### config.mk
export PLATFORM = sky130hd
export DESIGN_NAME = serial_subtractor_flat
export DESIGN_NICKNAME = d
export VERILOG_FILES = /design/src/rtl/serial_subtractor_pkg.sv /design/src/rtl/serial_subtractor_if.sv /design/src/rtl/serial_subtractor_sub_chunk.sv /design/src/rtl/serial_subtractor.sv /design/src/flat_wrapper.sv
export SDC_FILE = /design/constraint.sdc
export NUM_CORES = 1
export LEC_CHECK = 0
export CAP_MARGIN = 20
export CORE_MARGIN = 2
export CORE_UTILIZATION = 35
export DETAILED_ROUTE_END_ITERATION = 10
export PLACE_DENSITY_LB_ADDON = 0.3
export SLEW_MARGIN = 20
export SYNTH_ARGS = -nofsm -noshare
export SYNTH_HDL_FRONTEND = slang
export SYNTH_SLANG_ARGS = --single-unit
export TNS_END_PERCENT = 100
### constraint.sdc
create_clock -name clk -period 4.9 [get_ports clk]
set_clock_uncertainty 0.2 [all_clocks]
set_input_delay 0.98 -clock clk [delete_from_list [all_inputs] [get_ports clk]]
set_output_delay 0.98 -clock clk [all_outputs]
set_load 0.05 [all_outputs]
### src/rtl/serial_subtractor_pkg.sv
// Shared definitions for the serial subtractor: default widths, FSM state type,
// chunk-counter width.
// Latency: n/a (definitions only).
// Backpressure: n/a.
package serial_subtractor_pkg;

  localparam int N_DEF = 32;  // operand/result width
  localparam int W_DEF = 8;   // bits processed per cycle

  // Chunk-counter width at the default configuration.
  localparam int CNT_W_DEF = $clog2(N_DEF / W_DEF);

  typedef enum logic [1:0] {
    IDLE = 2'd0,
    CALC = 2'd1,
    DONE = 2'd2
  } state_t;

  // Counter width for an arbitrary N/W.
  // Kept at least 1 bit so the single-chunk case (N == W) still has a legal vector.
  function automatic int cnt_width(input int n, input int w);
    return ((n / w) > 1) ? $clog2(n / w) : 1;
  endfunction

endpackage

### src/rtl/serial_subtractor_if.sv
// Operand/result handshake bundle for the serial subtractor.
// Latency: n/a (wiring only).
// Backpressure: in_valid/in_ready on the operand side, out_valid/out_ready on the result side.
// Signals: in_valid, in_ready, A, B, Bin (operands); out_valid, out_ready, Diff, Bout (result); busy.
// Modports: master = requester side; slave = the subtractor.
interface serial_subtractor_if
  import serial_subtractor_pkg::*;
#(
  parameter int N = N_DEF
) ();

  logic         in_valid;
  logic         in_ready;
  logic [N-1:0] A;
  logic [N-1:0] B;
  logic         Bin;
  logic         out_valid;
  logic         out_ready;
  logic [N-1:0] Diff;
  logic         Bout;
  logic         busy;

  modport master (
    output in_valid, A, B, Bin, out_ready,
    input  in_ready, out_valid, Diff, Bout, busy
  );

  modport slave (
    input  in_valid, A, B, Bin, out_ready,
    output in_ready, out_valid, Diff, Bout, busy
  );

endinterface

### src/rtl/serial_subtractor_sub_chunk.sv
// One W-bit slice of a subtraction: d = x - y - b_in, with b_out = borrow.
// Latency: combinational.
// Backpressure: none.
// Ports: x, y (W-bit operands), b_in (borrow in) -> d (W-bit difference), b_out (borrow out).
module sub_chunk
  import serial_subtractor_pkg::*;
#(
  parameter int W = W_DEF
) (
  input  logic [W-1:0] x,
  input  logic [W-1:0] y,
  input  logic         b_in,
  output logic [W-1:0] d,
  output logic         b_out
);

  // One extra bit on the left catches the borrow: it goes to 1 exactly
  // when x < y + b_in, since the result then wraps negative.
  logic [W:0] w_full;

  assign w_full = {1'b0, x} - {1'b0, y} - {{W{1'b0}}, b_in};
  assign d      = w_full[W-1:0];
  assign b_out  = w_full[W];

endmodule

### src/rtl/serial_subtractor.sv
// Multi-cycle subtractor: Diff = A - B - Bin (mod 2^N), Bout = borrow, W bits per cycle, LSB chunk first.
// Latency: out_valid rises N/W cycles after the accept edge; in_ready returns the cycle after the result handshake.
// Backpressure: one operation in flight; in_ready only in IDLE, result held stable in DONE until out_ready.
// Ports: clk, rst (synchronous, active-high); bus (serial_subtractor_if.slave) carries operands, result, busy.
// Build option: SERIAL_SUBTRACTOR_SATURATE_EN forces Diff to 0 in DONE when the result borrowed.
// N must be an integer multiple of W.
module serial_subtractor
  import serial_subtractor_pkg::*;
#(
  parameter int N = N_DEF,
  parameter int W = W_DEF
) (
  input  logic              clk,
  input  logic              rst,
  serial_subtractor_if.slave bus
);

  localparam int NCH   = N / W;
  localparam int CNT_W = cnt_width(N, W);
  localparam logic [CNT_W-1:0] LAST_CHUNK = CNT_W'(NCH - 1);

  state_t           r_state;
  state_t           w_next;
  logic             w_accept;
  logic             w_last;
  logic             w_in_ready;
  logic             w_out_valid;
  logic             w_busy;

  logic [N-1:0]     r_a;
  logic [N-1:0]     r_b;
  logic [N-1:0]     r_diff;
  logic             r_borrow;
  logic             r_bout;
  logic [CNT_W-1:0] r_cnt;

  int               w_base;
  logic [W-1:0]     w_x;
  logic [W-1:0]     w_y;
  logic [W-1:0]     w_d;
  logic             w_bout;

  // ---------------- FSM ----------------
  always_ff @(posedge clk) begin
    if (rst) begin
      r_state <= IDLE;
    end else begin
      r_state <= w_next;
    end
  end

  assign w_last = (r_cnt == LAST_CHUNK);

  always_comb begin
    w_next      = r_state;
    w_accept    = 1'b0;
    w_in_ready  = 1'b0;
    w_out_valid = 1'b0;
    w_busy      = 1'b1;
    case (r_state)
      IDLE: begin
        w_in_ready = 1'b1;
        w_busy     = 1'b0;
        if (bus.in_valid) begin
          w_accept = 1'b1;
          w_next   = CALC;
        end
      end
      CALC: begin
        if (w_last) begin
          w_next = DONE;
        end
      end
      DONE: begin
        w_out_valid = 1'b1;
        if (bus.out_ready) begin
          w_next = IDLE;
        end
      end
      default: begin
        w_next = IDLE;
      end
    endcase
  end

  // ---------------- Datapath ----------------
  // Operands are captured once at accept and never re-sampled, so in_valid
  // activity while busy cannot disturb an operation in progress.
  assign w_base = int'(r_cnt) * W;
  assign w_x    = r_a[w_base +: W];
  assign w_y    = r_b[w_base +: W];

  sub_chunk #(.W(W)) u_sub_chunk (
    .x     (w_x),
    .y     (w_y),
    .b_in  (r_borrow),
    .d     (w_d),
    .b_out (w_bout)
  );

  always_ff @(posedge clk) begin
    if (rst) begin
      r_a      <= '0;
      r_b      <= '0;
      r_diff   <= '0;
      r_borrow <= 1'b0;
      r_bout   <= 1'b0;
      r_cnt    <= '0;
    end else begin
      if (w_accept) begin
        r_a      <= bus.A;
        r_b      <= bus.B;
        r_borrow <= bus.Bin;
        r_cnt    <= '0;
      end else if (r_state == CALC) begin
        r_diff[w_base +: W] <= w_d;
        r_borrow            <= w_bout;
        r_cnt               <= r_cnt + 1'b1;
        if (w_last) begin
          r_bout <= w_bout;
        end
      end
    end
  end

  // ---------------- Outputs ----------------
  assign bus.in_ready  = w_in_ready;
  assign bus.out_valid = w_out_valid;
  assign bus.busy      = w_busy;
  assign bus.Bout      = r_bout;

`ifdef SERIAL_SUBTRACTOR_SATURATE_EN
  // Clamp a negative result to zero while presenting it; Bout still reports the borrow.
  assign bus.Diff = ((r_state == DONE) && r_bout) ? '0 : r_diff;
`else
  assign bus.Diff = r_diff;
`endif

endmodule

### src/flat_wrapper.sv
// flat-port wrapper written by rule: the top's interface ports become plain ports
module serial_subtractor_flat import serial_subtractor_pkg::*;
#(
  parameter int N = N_DEF,
  parameter int W = W_DEF
)
  (clk, rst, bus_in_valid, bus_A, bus_B, bus_Bin, bus_out_ready, bus_in_ready, bus_out_valid, bus_Diff, bus_Bout, bus_busy);
  serial_subtractor_if #(.N(N)) bus_i ();
  input  logic clk;
  input  logic rst;
  input wire logic [$bits(bus_i.in_valid)-1:0] bus_in_valid;
  input wire logic [$bits(bus_i.A)-1:0] bus_A;
  input wire logic [$bits(bus_i.B)-1:0] bus_B;
  input wire logic [$bits(bus_i.Bin)-1:0] bus_Bin;
  input wire logic [$bits(bus_i.out_ready)-1:0] bus_out_ready;
  output wire logic [$bits(bus_i.in_ready)-1:0] bus_in_ready;
  output wire logic [$bits(bus_i.out_valid)-1:0] bus_out_valid;
  output wire logic [$bits(bus_i.Diff)-1:0] bus_Diff;
  output wire logic [$bits(bus_i.Bout)-1:0] bus_Bout;
  output wire logic [$bits(bus_i.busy)-1:0] bus_busy;
  assign bus_i.in_valid = bus_in_valid;
  assign bus_i.A = bus_A;
  assign bus_i.B = bus_B;
  assign bus_i.Bin = bus_Bin;
  assign bus_i.out_ready = bus_out_ready;
  assign bus_in_ready = bus_i.in_ready;
  assign bus_out_valid = bus_i.out_valid;
  assign bus_Diff = bus_i.Diff;
  assign bus_Bout = bus_i.Bout;
  assign bus_busy = bus_i.busy;
  serial_subtractor #(.N(N), .W(W)) u_core (.clk(clk), .rst(rst), .bus(bus_i));
endmodule
==> results.txt <==
----------------------------------------------------
[Run status]
  Result of the run ... finished clean

[Final layout]
  Final cell count without fillers ... a little under 800
  Relative area change from synthesis to final layout ... 33.63%
  Area used by sequential logic in the layout ... between 0.002 and 0.0025 mm^2
  Area of all placed cells without fillers ... 0.005936 mm^2
  Area used by multi-input combinational logic ... 0.002187 mm^2
  Fraction of layout instances using a drive strength above 1 ... about 7.7%
  Fill cell instance count of the final layout ... between 1k and 1.5k
  Number of nets in the final layout ... 694
  Antenna diode count ... 0

[Synth]
  Fraction of registers with async set/reset ... 0%
  Warnings, synthesis ... 0
  Number of distinct library cells after synthesis ... roughly 40
  Flops & latches, synth ... approximately 100
  Flip-flop cell with the highest count after synthesis ... sky130_fd_sc_hd__dfxtp_1
  Sequential cell area fraction in the yosys report ... a little under half
  Post-synthesis instance total ... between 500 and 600
  Number of flops mapped to enable cells by yosys ... 0
  Nets in the synthesized netlist ... around 600
  Netlist area before placement ... ~0.0044 mm^2
  Post-synthesis area per instance ... between 8 and 9 um^2

[Global routing]
  First-pass GRT wire length ... ~18000 um
  Number of global-route vias before repair ... between 3k and 4k
  Maximum number of pins on one net before global-route repair ... 65
  Overflow after GRT ... 0
  Initial antenna violation count ... 0
  Total GRT Usage ... ~17%

[Placement]
  Post-DP HPWL ... ~8400 um
  Total placed cells including tap cells ... around 770
  # port buffers ... ~100
  Gpl congestion ... about 0.87
  Pre-CTS setup slack ... between 1 and 1.5 ns
  Post-DP Area ... approximately 0.0056 mm^2

[STA]
  Fin crit share ... between 70% and 80%
  Worst rel slew slack ... between 40 and 50%
  Achievable frequency ... around 260 MHz
  Final setup fails ... 0
  Final critical-path required period ... about 3.8 ns
  Hold Violations, Final ... 0
  Tightest Pin Transition ... 0.7977 ns
  Aggregate negative setup slack ... 0 ns
  Final slew viol count ... 0
  RSZ-0062 raised after global routing ... no
  Final Worst Setup Slack ... roughly 1.1 ns

[Clocking]
  Number of hold-repair buffers added at the cts stage ... 0
  Post-CTS sizing ... 0
  Num Clock Sinks ... 102
  Max clock buf depth ... 2
  Post-CTS setup buffer count ... 0
  TritonCTS clock tree ... built
  Deepest level of the CTS H-tree ... 3
  Clock slew seen by the registers of the worst setup and hold paths ... roughly 0.07 ns
  Number of clock buffers inserted by TritonCTS ... 9
  Master cell of the clock root buffer ... sky130_fd_sc_hd__clkbuf_16
  Clock insertion delay at the later pin of the skew report ... between 0.3 and 0.4 ns

[Power]
  Leak ... approximately 2.2 nW
  Power per cell area ... roughly 340 mW/mm^2
  Worst vdd rail ir drop ... 0.1701 mV

[Detailed routing]
  Remaining antenna violation count after routing ... 0
  Via count ... between 3k and 4k
  Number of vias per cell after detailed routing ... between 4 and 5
  Residual DRC count ... 0
  Drt first pass iters ... 4
  Routed wirelength normalized by instance count ... between 10 and 15 um
  Final Routed Wirelength ... roughly 11000 um
  Violation count after the first detailed-route iteration ... 197

[Worst setup path]
  Worst-path maximum fanout ... 14
  Path type of the worst setup path ... flip-flop to flip-flop
  Worst path required time ... ~5 ns
  Data arrival time of the critical path ... between 3 and 4 ns
  Setup crit end kind ... flip-flop
  Kind of start point of the critical path ... flip-flop

[Hold path]
  Worst hold-check path type ... flip-flop to flip-flop

[Die]
  DIE WIDTH ... 116.7 um
  IO Count ... around 110
  Initial Util ... between 30% and 40%
  Total Die Area ... about 0.014 mm^2
  Die height ... between 100 and 150 um
  # rows ... between 40 and 50
  Total core area ... 0.01252 mm^2

[Job]
  Max-capacitance violation count ... 0

----------------------------------------------------
[cell type report]
type                    count  area share (%)
clock buffers              10           4.026
clock inverters             6          0.9275
inverters                  29           1.834
multi-input cells         352           36.85
flip-flops and latches    102           34.40
well taps                 172           3.626
repair buffers            111           18.34
[flip-flops by register name (all words and copies together) (netlist names)]
signal           count
u_core.r_cnt         2
u_core.r_state       2
u_core.r_borrow      1
u_core.bus.Bout      1
u_core.bus.Diff     32
u_core.r_b          32
u_core.r_a          32
[synth_stat cells (5+ instances only)]
master                       n  area, um^2
sky130_fd_sc_hd__ha_1       18       225.2
sky130_fd_sc_hd__a21oi_1    69       345.3
sky130_fd_sc_hd__dfxtp_1   102        2042
sky130_fd_sc_hd__inv_1      29       108.9
sky130_fd_sc_hd__clkbuf_1   23       86.33
sky130_fd_sc_hd__o21ai_0     6       30.03
sky130_fd_sc_hd__nand2_1   139       521.8
sky130_fd_sc_hd__xnor2_1     5       43.79
sky130_fd_sc_hd__a22oi_1    27       202.7
sky130_fd_sc_hd__nor2_1     35       131.4
sky130_fd_sc_hd__mux4_2     16       360.4
[worst max-delay path, cell delays in order (launching register included)]
cell and delay [ns]:
sky130_fd_sc_hd__dfxtp_1 0.82, sky130_fd_sc_hd__buf_4 0.35, sky130_fd_sc_hd__mux4_2 0.52, sky130_fd_sc_hd__inv_1 0.07
sky130_fd_sc_hd__ha_1 0.21, sky130_fd_sc_hd__inv_1 0.06, sky130_fd_sc_hd__ha_1 0.28, sky130_fd_sc_hd__a21o_1 0.23
sky130_fd_sc_hd__a211o_1 0.25, sky130_fd_sc_hd__a221oi_2 0.28, sky130_fd_sc_hd__xor2_1 0.28, sky130_fd_sc_hd__o21ai_0 0.14
[power by group]
part	switching [mW]	total [mW]	internal (mW)
clock	0.328	0.696	0.367
combinational	0.250	0.426	0.176
sequential	0.0264	0.896	0.870
total	0.605	2.02	1.41
[stage by stage]
stage / utilization, % / hold WS, ns / power [mW]
finish: 47.42 / 0.2535 / 2.018
global route: 47.42 / 0.2730 / 2.098
CTS: 47.38 / 0.2542 / 2.024
detailed placement: 45.03 / 0.2442 / 1.340
global placement: 44.98 / 0.2405 / 1.333
floorplan: - / 0.2331 / 1.180
[kinds of logic after synthesis]
group,synth area share [%]
simple gates,17.49
compound gates,15.72
flops,45.97
buf+inv,5.127
fa+ha+maj,5.972
mux,8.338
xor+xnor,1.380
[placed cells by master, fill, tap and decap left out, drive strengths merged, types with 2 or more instances in the layout]
cell type,n
xor2,2
clkbuf,10
dfxtp,102
buf,8
nor3,2
nand3,4
nor2,35
nand2,140
xnor2,5
mux4,16
nor4,3
inv,31
clkinv,2
clkinvlp,2
a22oi,27
a21oi,69
ha,18
clkdlybuf4s50,103
a32oi,4
fa,2
o21ai,6
[final timing paths]
kind / from / to / slack [ns] / cells past startpoint
worst max-delay path: u_core.r_cnt[0] / u_core.bus.Diff[15] / 1.07 / 11
worst min-delay path: u_core.r_a[25] / u_core.r_a[25] / 0.25 / 2
worst max register to register: u_core.r_cnt[0] / u_core.bus.Diff[15] / 1.07 / 11
worst min register to register: u_core.r_a[25] / u_core.r_a[25] / 0.25 / 2
[routing by layer]
metal	part of all wire [%]	GRT usage [%]
met1	46	22.50
met2	48	28.80
met3	5.0	3.373
met4	1.3	4.314
met5	0	0
Power figures use the tool's default switching activity.
